### config.mk
export PLATFORM = sky130hd
export DESIGN_NAME = stepper_cmd_ctrl_flat
export DESIGN_NICKNAME = d
export VERILOG_FILES = /design/src/rtl/stepper_cmd_ctrl_pkg.sv /design/src/rtl/stepper_cmd_ctrl_if.sv /design/src/rtl/stepper_cmd_ctrl_prescaler.sv /design/src/rtl/stepper_cmd_ctrl.sv /design/src/flat_wrapper.sv
export SDC_FILE = /design/constraint.sdc
export NUM_CORES = 1
export LEC_CHECK = 0
export ABC_AREA = 1
export CAP_MARGIN = 30
export CORE_UTILIZATION = 43
export DETAILED_ROUTE_END_ITERATION = 7
export PLACE_DENSITY = 0.66
export SYNTH_ARGS = -nofsm -noshare
export SYNTH_HDL_FRONTEND = slang
export SYNTH_SLANG_ARGS = --single-unit
### constraint.sdc
create_clock -name clk -period 2.9 [get_ports clk]
set_clock_uncertainty 0.2 [all_clocks]
set_input_delay 0.725 -clock clk [delete_from_list [all_inputs] [get_ports clk]]
set_output_delay 0.725 -clock clk [all_outputs]
set_load 0.005 [all_outputs]
### src/rtl/stepper_cmd_ctrl_pkg.sv
// Shared definitions for the stepper command controller.
// Contents:
//   state_t      - controller state (IDLE, RUN, HOLD)
//   PHASE_TABLE  - full-step coil patterns, index 0..3
//   MIN_PERIOD   - smallest step period accepted, in clk cycles
package stepper_pkg;

  typedef enum logic [1:0] {
    IDLE = 2'd0,
    RUN  = 2'd1,
    HOLD = 2'd2
  } state_t;

  // Entry [0] is the rightmost element: 1100, 0110, 0011, 1001.
  localparam logic [3:0][3:0] PHASE_TABLE = {4'b1001, 4'b0011, 4'b0110, 4'b1100};

  localparam int MIN_PERIOD = 2;

endpackage

### src/rtl/stepper_cmd_ctrl_if.sv
// Move-command handshake bundle for the stepper command controller.
// Signals:
//   cmd_valid  - command present (master -> slave)
//   cmd_ready  - controller can accept a command (slave -> master)
//   cmd_dir    - 1 = forward, 0 = reverse
//   cmd_steps  - number of steps to take
//   cmd_period - clk cycles per step
interface stepper_cmd_ctrl_if #(
  parameter int DIV_W = 32,
  parameter int CNT_W = 16
);
  logic             cmd_valid;
  logic             cmd_ready;
  logic             cmd_dir;
  logic [CNT_W-1:0] cmd_steps;
  logic [DIV_W-1:0] cmd_period;

  modport master (
    output cmd_valid, cmd_dir, cmd_steps, cmd_period,
    input  cmd_ready
  );

  modport slave (
    input  cmd_valid, cmd_dir, cmd_steps, cmd_period,
    output cmd_ready
  );
endinterface

### src/rtl/stepper_cmd_ctrl_prescaler.sv
// Loadable down-counter that times the interval between steps.
// Ports:
//   clk, reset - clock and synchronous active-high reset
//   load       - load load_val (has priority over en)
//   en         - count down by one while nonzero
//   load_val   - reload value (period - 1)
//   zero       - counter is at zero; the next enabled cycle is a step
module step_prescaler #(
  parameter int DIV_W = 32
) (
  input  logic             clk,
  input  logic             reset,
  input  logic             load,
  input  logic             en,
  input  logic [DIV_W-1:0] load_val,
  output logic             zero
);

  logic [DIV_W-1:0] count;

  // Down-counter with load priority; holds at zero until reloaded
  always_ff @(posedge clk) begin
    if (reset) begin
      count <= {DIV_W{1'b0}};
    end else if (load) begin
      count <= load_val;
    end else if (en && (count != {DIV_W{1'b0}})) begin
      count <= count - DIV_W'(1);
    end else begin
      count <= count;
    end
  end

  assign zero = (count == {DIV_W{1'b0}});

endmodule

### src/rtl/stepper_cmd_ctrl.sv
// Command-driven full-step sequencer for the stepper drive on Pmod JA.
// Ports:
//   clk, reset  - 100 MHz clock, synchronous active-high reset
//   cmd         - move-command handshake (slave side)
//   abort       - stop the current move; also blocks acceptance in IDLE
//   ja          - 4-bit coil drive pattern
//   step_tick   - one-cycle pulse on each step (same edge ja changes)
//   busy        - high in RUN or HOLD
//   steps_left  - steps remaining in the current or last move
//   done        - one-cycle pulse when a move ends (normal, aborted, zero-length)
module stepper_cmd_ctrl
  import stepper_pkg::*;
#(
  parameter int DIV_W       = 32,
  parameter int CNT_W       = 16,
  parameter int HOLD_CYCLES = 1_000_000
) (
  input  logic              clk,
  input  logic              reset,
  stepper_cmd_ctrl_if.slave cmd,
  input  logic              abort,
  output logic [3:0]        ja,
  output logic              step_tick,
  output logic              busy,
  output logic [CNT_W-1:0]  steps_left,
  output logic              done
);

  localparam int HOLD_W = (HOLD_CYCLES > 1) ? $clog2(HOLD_CYCLES) : 1;

  state_t            state;
  logic [1:0]        idx;
  logic [1:0]        idx_next;
  logic              dir;
  logic [DIV_W-1:0]  period_m1;
  logic [DIV_W-1:0]  period_clamped;
  logic [DIV_W-1:0]  presc_load_val;
  logic [HOLD_W-1:0] hold_cnt;
  logic              ready;
  logic              accept;
  logic              step_now;
  logic              presc_load;
  logic              presc_en;
  logic              presc_zero;

  // Clamp the requested period so period-1 can never underflow
  always_comb begin
    if (cmd.cmd_period < DIV_W'(MIN_PERIOD)) begin
      period_clamped = DIV_W'(MIN_PERIOD);
    end else begin
      period_clamped = cmd.cmd_period;
    end
  end

  // Phase index of the next step, wrapping modulo 4 either way
  always_comb begin
    if (dir) begin
      idx_next = idx + 2'd1;
    end else begin
      idx_next = idx - 2'd1;
    end
  end

  // Handshake and prescaler control; abort suppresses both accept and steps
  always_comb begin
    ready          = 1'b0;
    accept         = 1'b0;
    step_now       = 1'b0;
    presc_load     = 1'b0;
    presc_en       = 1'b0;
    presc_load_val = period_m1;
    case (state)
      IDLE: begin
        ready          = !abort;
        accept         = cmd.cmd_valid && !abort;
        presc_load     = accept;
        presc_load_val = period_clamped - DIV_W'(1);
      end
      RUN: begin
        if (!abort) begin
          step_now   = presc_zero;
          presc_load = presc_zero;
          presc_en   = !presc_zero;
        end else begin
          step_now = 1'b0;
        end
      end
      HOLD: begin
        ready = 1'b0;
      end
      default: begin
        ready = 1'b0;
      end
    endcase
  end

  assign cmd.cmd_ready = ready;

  step_prescaler #(
    .DIV_W (DIV_W)
  ) u_prescaler (
    .clk      (clk),
    .reset    (reset),
    .load     (presc_load),
    .en       (presc_en),
    .load_val (presc_load_val),
    .zero     (presc_zero)
  );

  // Controller FSM with registered coil, status and pulse outputs
  always_ff @(posedge clk) begin
    if (reset) begin
      state      <= IDLE;
      idx        <= 2'd0;
      dir        <= 1'b0;
      period_m1  <= {DIV_W{1'b0}};
      hold_cnt   <= {HOLD_W{1'b0}};
      ja         <= 4'b0000;
      step_tick  <= 1'b0;
      busy       <= 1'b0;
      steps_left <= {CNT_W{1'b0}};
      done       <= 1'b0;
    end else begin
      step_tick <= 1'b0;
      done      <= 1'b0;
      case (state)
        IDLE: begin
          ja   <= 4'b0000;
          busy <= 1'b0;
          if (accept) begin
            dir        <= cmd.cmd_dir;
            period_m1  <= period_clamped - DIV_W'(1);
            steps_left <= cmd.cmd_steps;
            if (cmd.cmd_steps == {CNT_W{1'b0}}) begin
              done <= 1'b1;
            end else begin
              state <= RUN;
              busy  <= 1'b1;
              ja    <= PHASE_TABLE[idx];
            end
          end
        end
        RUN: begin
          if (abort) begin
            state <= IDLE;
            ja    <= 4'b0000;
            busy  <= 1'b0;
            done  <= 1'b1;
          end else if (step_now) begin
            idx       <= idx_next;
            ja        <= PHASE_TABLE[idx_next];
            step_tick <= 1'b1;
            if (steps_left != {CNT_W{1'b0}}) begin
              steps_left <= steps_left - CNT_W'(1);
            end
            // This step is the last one: start the energised hold
            if (steps_left <= CNT_W'(1)) begin
              state    <= HOLD;
              hold_cnt <= HOLD_W'(HOLD_CYCLES - 1);
            end
          end
        end
        HOLD: begin
          if (abort || (hold_cnt == {HOLD_W{1'b0}})) begin
            state <= IDLE;
            ja    <= 4'b0000;
            busy  <= 1'b0;
            done  <= 1'b1;
          end else begin
            hold_cnt <= hold_cnt - HOLD_W'(1);
          end
        end
        default: begin
          state <= IDLE;
          ja    <= 4'b0000;
          busy  <= 1'b0;
        end
      endcase
    end
  end

endmodule
### src/flat_wrapper.sv
// flat-port wrapper written by rule: the top's interface ports become plain ports
module stepper_cmd_ctrl_flat import stepper_pkg::*;
#(
  parameter int DIV_W       = 32,
  parameter int CNT_W       = 16,
  parameter int HOLD_CYCLES = 1_000_000
)
  (clk, reset, abort, ja, step_tick, busy, steps_left, done, cmd_cmd_valid, cmd_cmd_dir, cmd_cmd_steps, cmd_cmd_period, cmd_cmd_ready);
  stepper_cmd_ctrl_if #(.DIV_W(DIV_W), .CNT_W(CNT_W)) cmd_i ();
  input  logic clk;
  input  logic reset;
  input  logic abort;
  output logic [3:0] ja;
  output logic step_tick;
  output logic busy;
  output logic [CNT_W-1:0] steps_left;
  output logic done;
  input wire logic [$bits(cmd_i.cmd_valid)-1:0] cmd_cmd_valid;
  input wire logic [$bits(cmd_i.cmd_dir)-1:0] cmd_cmd_dir;
  input wire logic [$bits(cmd_i.cmd_steps)-1:0] cmd_cmd_steps;
  input wire logic [$bits(cmd_i.cmd_period)-1:0] cmd_cmd_period;
  output wire logic [$bits(cmd_i.cmd_ready)-1:0] cmd_cmd_ready;
  assign cmd_i.cmd_valid = cmd_cmd_valid;
  assign cmd_i.cmd_dir = cmd_cmd_dir;
  assign cmd_i.cmd_steps = cmd_cmd_steps;
  assign cmd_i.cmd_period = cmd_cmd_period;
  assign cmd_cmd_ready = cmd_i.cmd_ready;
  stepper_cmd_ctrl #(.DIV_W(DIV_W), .CNT_W(CNT_W), .HOLD_CYCLES(HOLD_CYCLES)) u_core (.clk(clk), .reset(reset), .cmd(cmd_i), .abort(abort), .ja(ja), .step_tick(step_tick), .busy(busy), .steps_left(steps_left), .done(done));
endmodule
==> results.md, run 1 <==
* # port buffers at 76
* Post-synth ARST share at 0
* Worst vdd ir at 0.3204 mV
* Run status: completed
* Fin crit period at 2.863 ns
* Hold WC Path Type: reg -> reg
* Final Routed Wirelength at 22930 um
* Switching pwr at 1412 uW
* First-pass GRT wire length at 37630 um
* First-pass DRT Iterations at 7
* Max Buffers Root-to-Sink at 2
* Die Height at 133.7 um
* Mean post-synth cell area at 6.292 sq um
* Flop pwr share at 0.418
* Power share of the clock group at 0.304
* Mapped Area at 7462 sq um
* Synth unique cells at 44
* Nets at 1420
* Primary FF master, synth: dfxtp_1
* Ys Warns at 0
* Clk Latency, worst-skew pair at 0.37 ns
* Num Clock Sinks at 112
* Max Cap Viol at 0
* Startpoint types: input port
* Yosys reg bits at 112
* Critical path fanouts, max at 3
* Part of the power in combinational logic at 0.278
* Drt first-iter violations at 645
* Via count at 8225
* Synthesized Nets at 1244
* Die X at 133.7 um
* DP Area at 9025 sq um
* CP Capture Type: output pin
* Cells after Synth at 1186
* Clk root buf: clkbuf_16
* Placeable Area at 16760 sq um
* Final hold slack at 0.2577 ns
* F_max at 349.3 MHz
* Most Frequent Cell on Critical Path: clkdlybuf4s50_1
* CTS H-tree lvls at 3
* Post-synth EDFFs at 0
* Leak pwr at 0.004593 uW
* Initial antenna violation count at 0
* CTS tree: built
* Most common cell after layout, fill and taps aside: nand2_1
* Drc violations at 0
* Fin. Hold Viols at 0
* Final worst-path setup slack at 0.03687 ns
* Total CTS buffers at 9
* GP Congestion at 0.9006
* Fin crit share at 0.9873
* Hpwl dp at 16380 um
* Endpoints failing setup at 0
* DIE AREA at 17890 sq um
* Placement row count at 47
* GRT Util Overall at 0.2599
* Power per cell area at 422.4 nW/um^2
* Critical Path RT at 1.98 ns
* Int Pwr at 2728 uW
* Worst-path clk slew at 0.08 ns
* Vias in the first global route at 7592
* Share of cells above drive strength 1 at 0.1778
* Largest net degree at the start of global routing at 58
* Switching share of power at 0.3410
* Vias per inst at 5.183
* Wirelength per Cell at 14.45 um
* Final Slew Violations at 0
* Seq/Total Area, Yosys at 0.3005
* Critical Path AT at 1.94 ns
* Tightest Pin Transition at 0.6742 ns
* Worst path cell trace: clkdlybuf4s50_1 -> nor2_2 -> clkdlybuf4s50_1
* Antenna cells at 0
* Critical path class: in -> out
* Initial Util at 0.4452
* Slew HR at 0.5505
* Slowest cell on the critical path: clkdlybuf4s50_1
* IO Count at 77
* Grt ovf at 0
* Crit-path max cell delay at 0.51 ns
* Setup WS pre-CTS at -0.5936 ns
* Total power at 4140 uW
* Area Growth Syn to Fin at 31.35%
* Antenna Nets Post-Route at 0
* Final Cell Area at 9802 sq um
* Commonest non-fill, non-tap cells in the layout: nand2_1, nor2_1, buf_4
-- registers in the layout, indices dropped and copies added, names as in the netlist --
register                  cells
u_core.period_m1             32
u_core.u_prescaler.count     32
u_core.hold_cnt              20
u_core.steps_left            16
u_core.ja                     4
u_core.idx                    2
u_core.state                  2
u_core.busy                   1
u_core.dir                    1
u_core.done                   1
u_core.step_tick              1
-- power groups by stage --
stage,Combinational (uW),Clock [uW],Sequential [uW]
after floorplan,703,0,1740
after global placement,1090,0,1760
after detailed placement,1100,0,1760
after CTS,1120,1290,1730
after global routing,1290,1350,1740
final,1150,1260,1730
-- synthesized netlist by cell type (all sizes together) (4+ instances only) --
cell | instances | share of area
nand2 | 259 | 0.14
nor2 | 193 | 0.10
inv | 144 | 0.072
o21ai | 116 | 0.078
dfxtp | 112 | 0.30
a21oi | 93 | 0.065
nand3 | 56 | 0.039
xor2 | 39 | 0.046
clkbuf | 28 | 0.014
nand4 | 23 | 0.019
buf | 18 | 0.018
xnor2 | 18 | 0.021
o211ai | 16 | 0.016
nor3 | 12 | 0.0087
nor4 | 11 | 0.0092
a211oi | 7 | 0.0091
a31oi | 7 | 0.0059
ha | 5 | 0.0084
o21bai | 4 | 0.0040
or2 | 4 | 0.0034
-- cell families (layout without fill, tap and decap cells) --
group | count (synthesis) | count (layout) | share of synthesized area
compound gates | 258 | 258 | 0.1937
xor+xnor | 57 | 57 | 0.06690
fa+ha+maj | 5 | 5 | 0.008384
buf+inv | 190 | 371 | 0.1041
flops | 112 | 112 | 0.3005
mux | 2 | 2 | 0.002683
simple gates | 562 | 562 | 0.3238
-- metal layers --
layer	global-route usage	share of wire	up-vias
met1	0.3551	0.47	3761
met2	0.4257	0.47	213
met3	0.03805	0.047	34
li1	-	-	4217
met4	0.06692	0.018	0
met5	0	0	-
-- worst max-delay path: cells and delay by family --
kind | cells | cell delay (ns)
buffers and inverters | 2 | 1.02
and+or+nand+nor | 1 | 0.18
-- timing repair --
| item | 4_1_cts | 5_1_grt |
|---|---|---|
| gates cloned | 0 | 0 |
| endpoints found under the setup margin | 18 | 30 |
| hold buffers | 0 | 0 |
| buffers inserted | 34 | 6 |
| gates resized for setup | 46 | 44 |
| pin swaps | 33 | 24 |
-- per-stage QoR --
stage / instances / TNS, ns / utilization
finish: 1587 / 0 / 0.5848
global route: 1587 / -0.4612 / 0.5848
CTS: 1581 / 0 / 0.5739
floorplan: 1186 / 0 / -
detailed placement: 1531 / -14.06 / 0.5385
global placement: 1531 / -12.09 / 0.5385
-- layout make-up --
class / instances / area [sq um]
fillers: 1616 / 6958
clock buffers: 9 / 225.2
inverters: 144 / 543.0
clock inverters: 7 / 72.57
repair buffers: 211 / 1818
multi-input cells: 884 / 4626
well taps: 220 / 275.3
flip-flops and latches: 112 / 2242
-- worst paths after layout --
| check | slack (ns) | cells after the start | start | end |
|---|---|---|---|---|
| max | 0.04 | 3 | abort | cmd_cmd_ready |
| min | 0.26 | 2 | u_core.period_m1[1] | u_core.period_m1[1] |
| max reg2reg | 0.48 | 10 | u_core.hold_cnt[0] | u_core.state[1] |
| min reg2reg | 0.26 | 2 | u_core.period_m1[1] | u_core.period_m1[1] |
(Power assumes the default switching activity.)
==> run 2: changes to the inputs <==
--- a/config.mk
+++ b/config.mk
@@ -9,6 +9,7 @@
 export CAP_MARGIN = 30
 export CORE_UTILIZATION = 43
 export DETAILED_ROUTE_END_ITERATION = 7
+export HOLD_SLACK_MARGIN = 0.1
 export PLACE_DENSITY = 0.66
 export SYNTH_ARGS = -nofsm -noshare
 export SYNTH_HDL_FRONTEND = slang
==> results of run 2 <==
No change in the layout: final DEF, timing and power equal those of run 1.
==> run 3: changes to the inputs <==
--- a/config.mk
+++ b/config.mk
@@ -11,6 +11,7 @@
 export DETAILED_ROUTE_END_ITERATION = 7
 export HOLD_SLACK_MARGIN = 0.1
 export PLACE_DENSITY = 0.66
+export SLEW_MARGIN = 40
 export SYNTH_ARGS = -nofsm -noshare
 export SYNTH_HDL_FRONTEND = slang
 export SYNTH_SLANG_ARGS = --single-unit
==> results of run 3 <==
No change in the layout: final DEF, timing and power equal those of run 1.
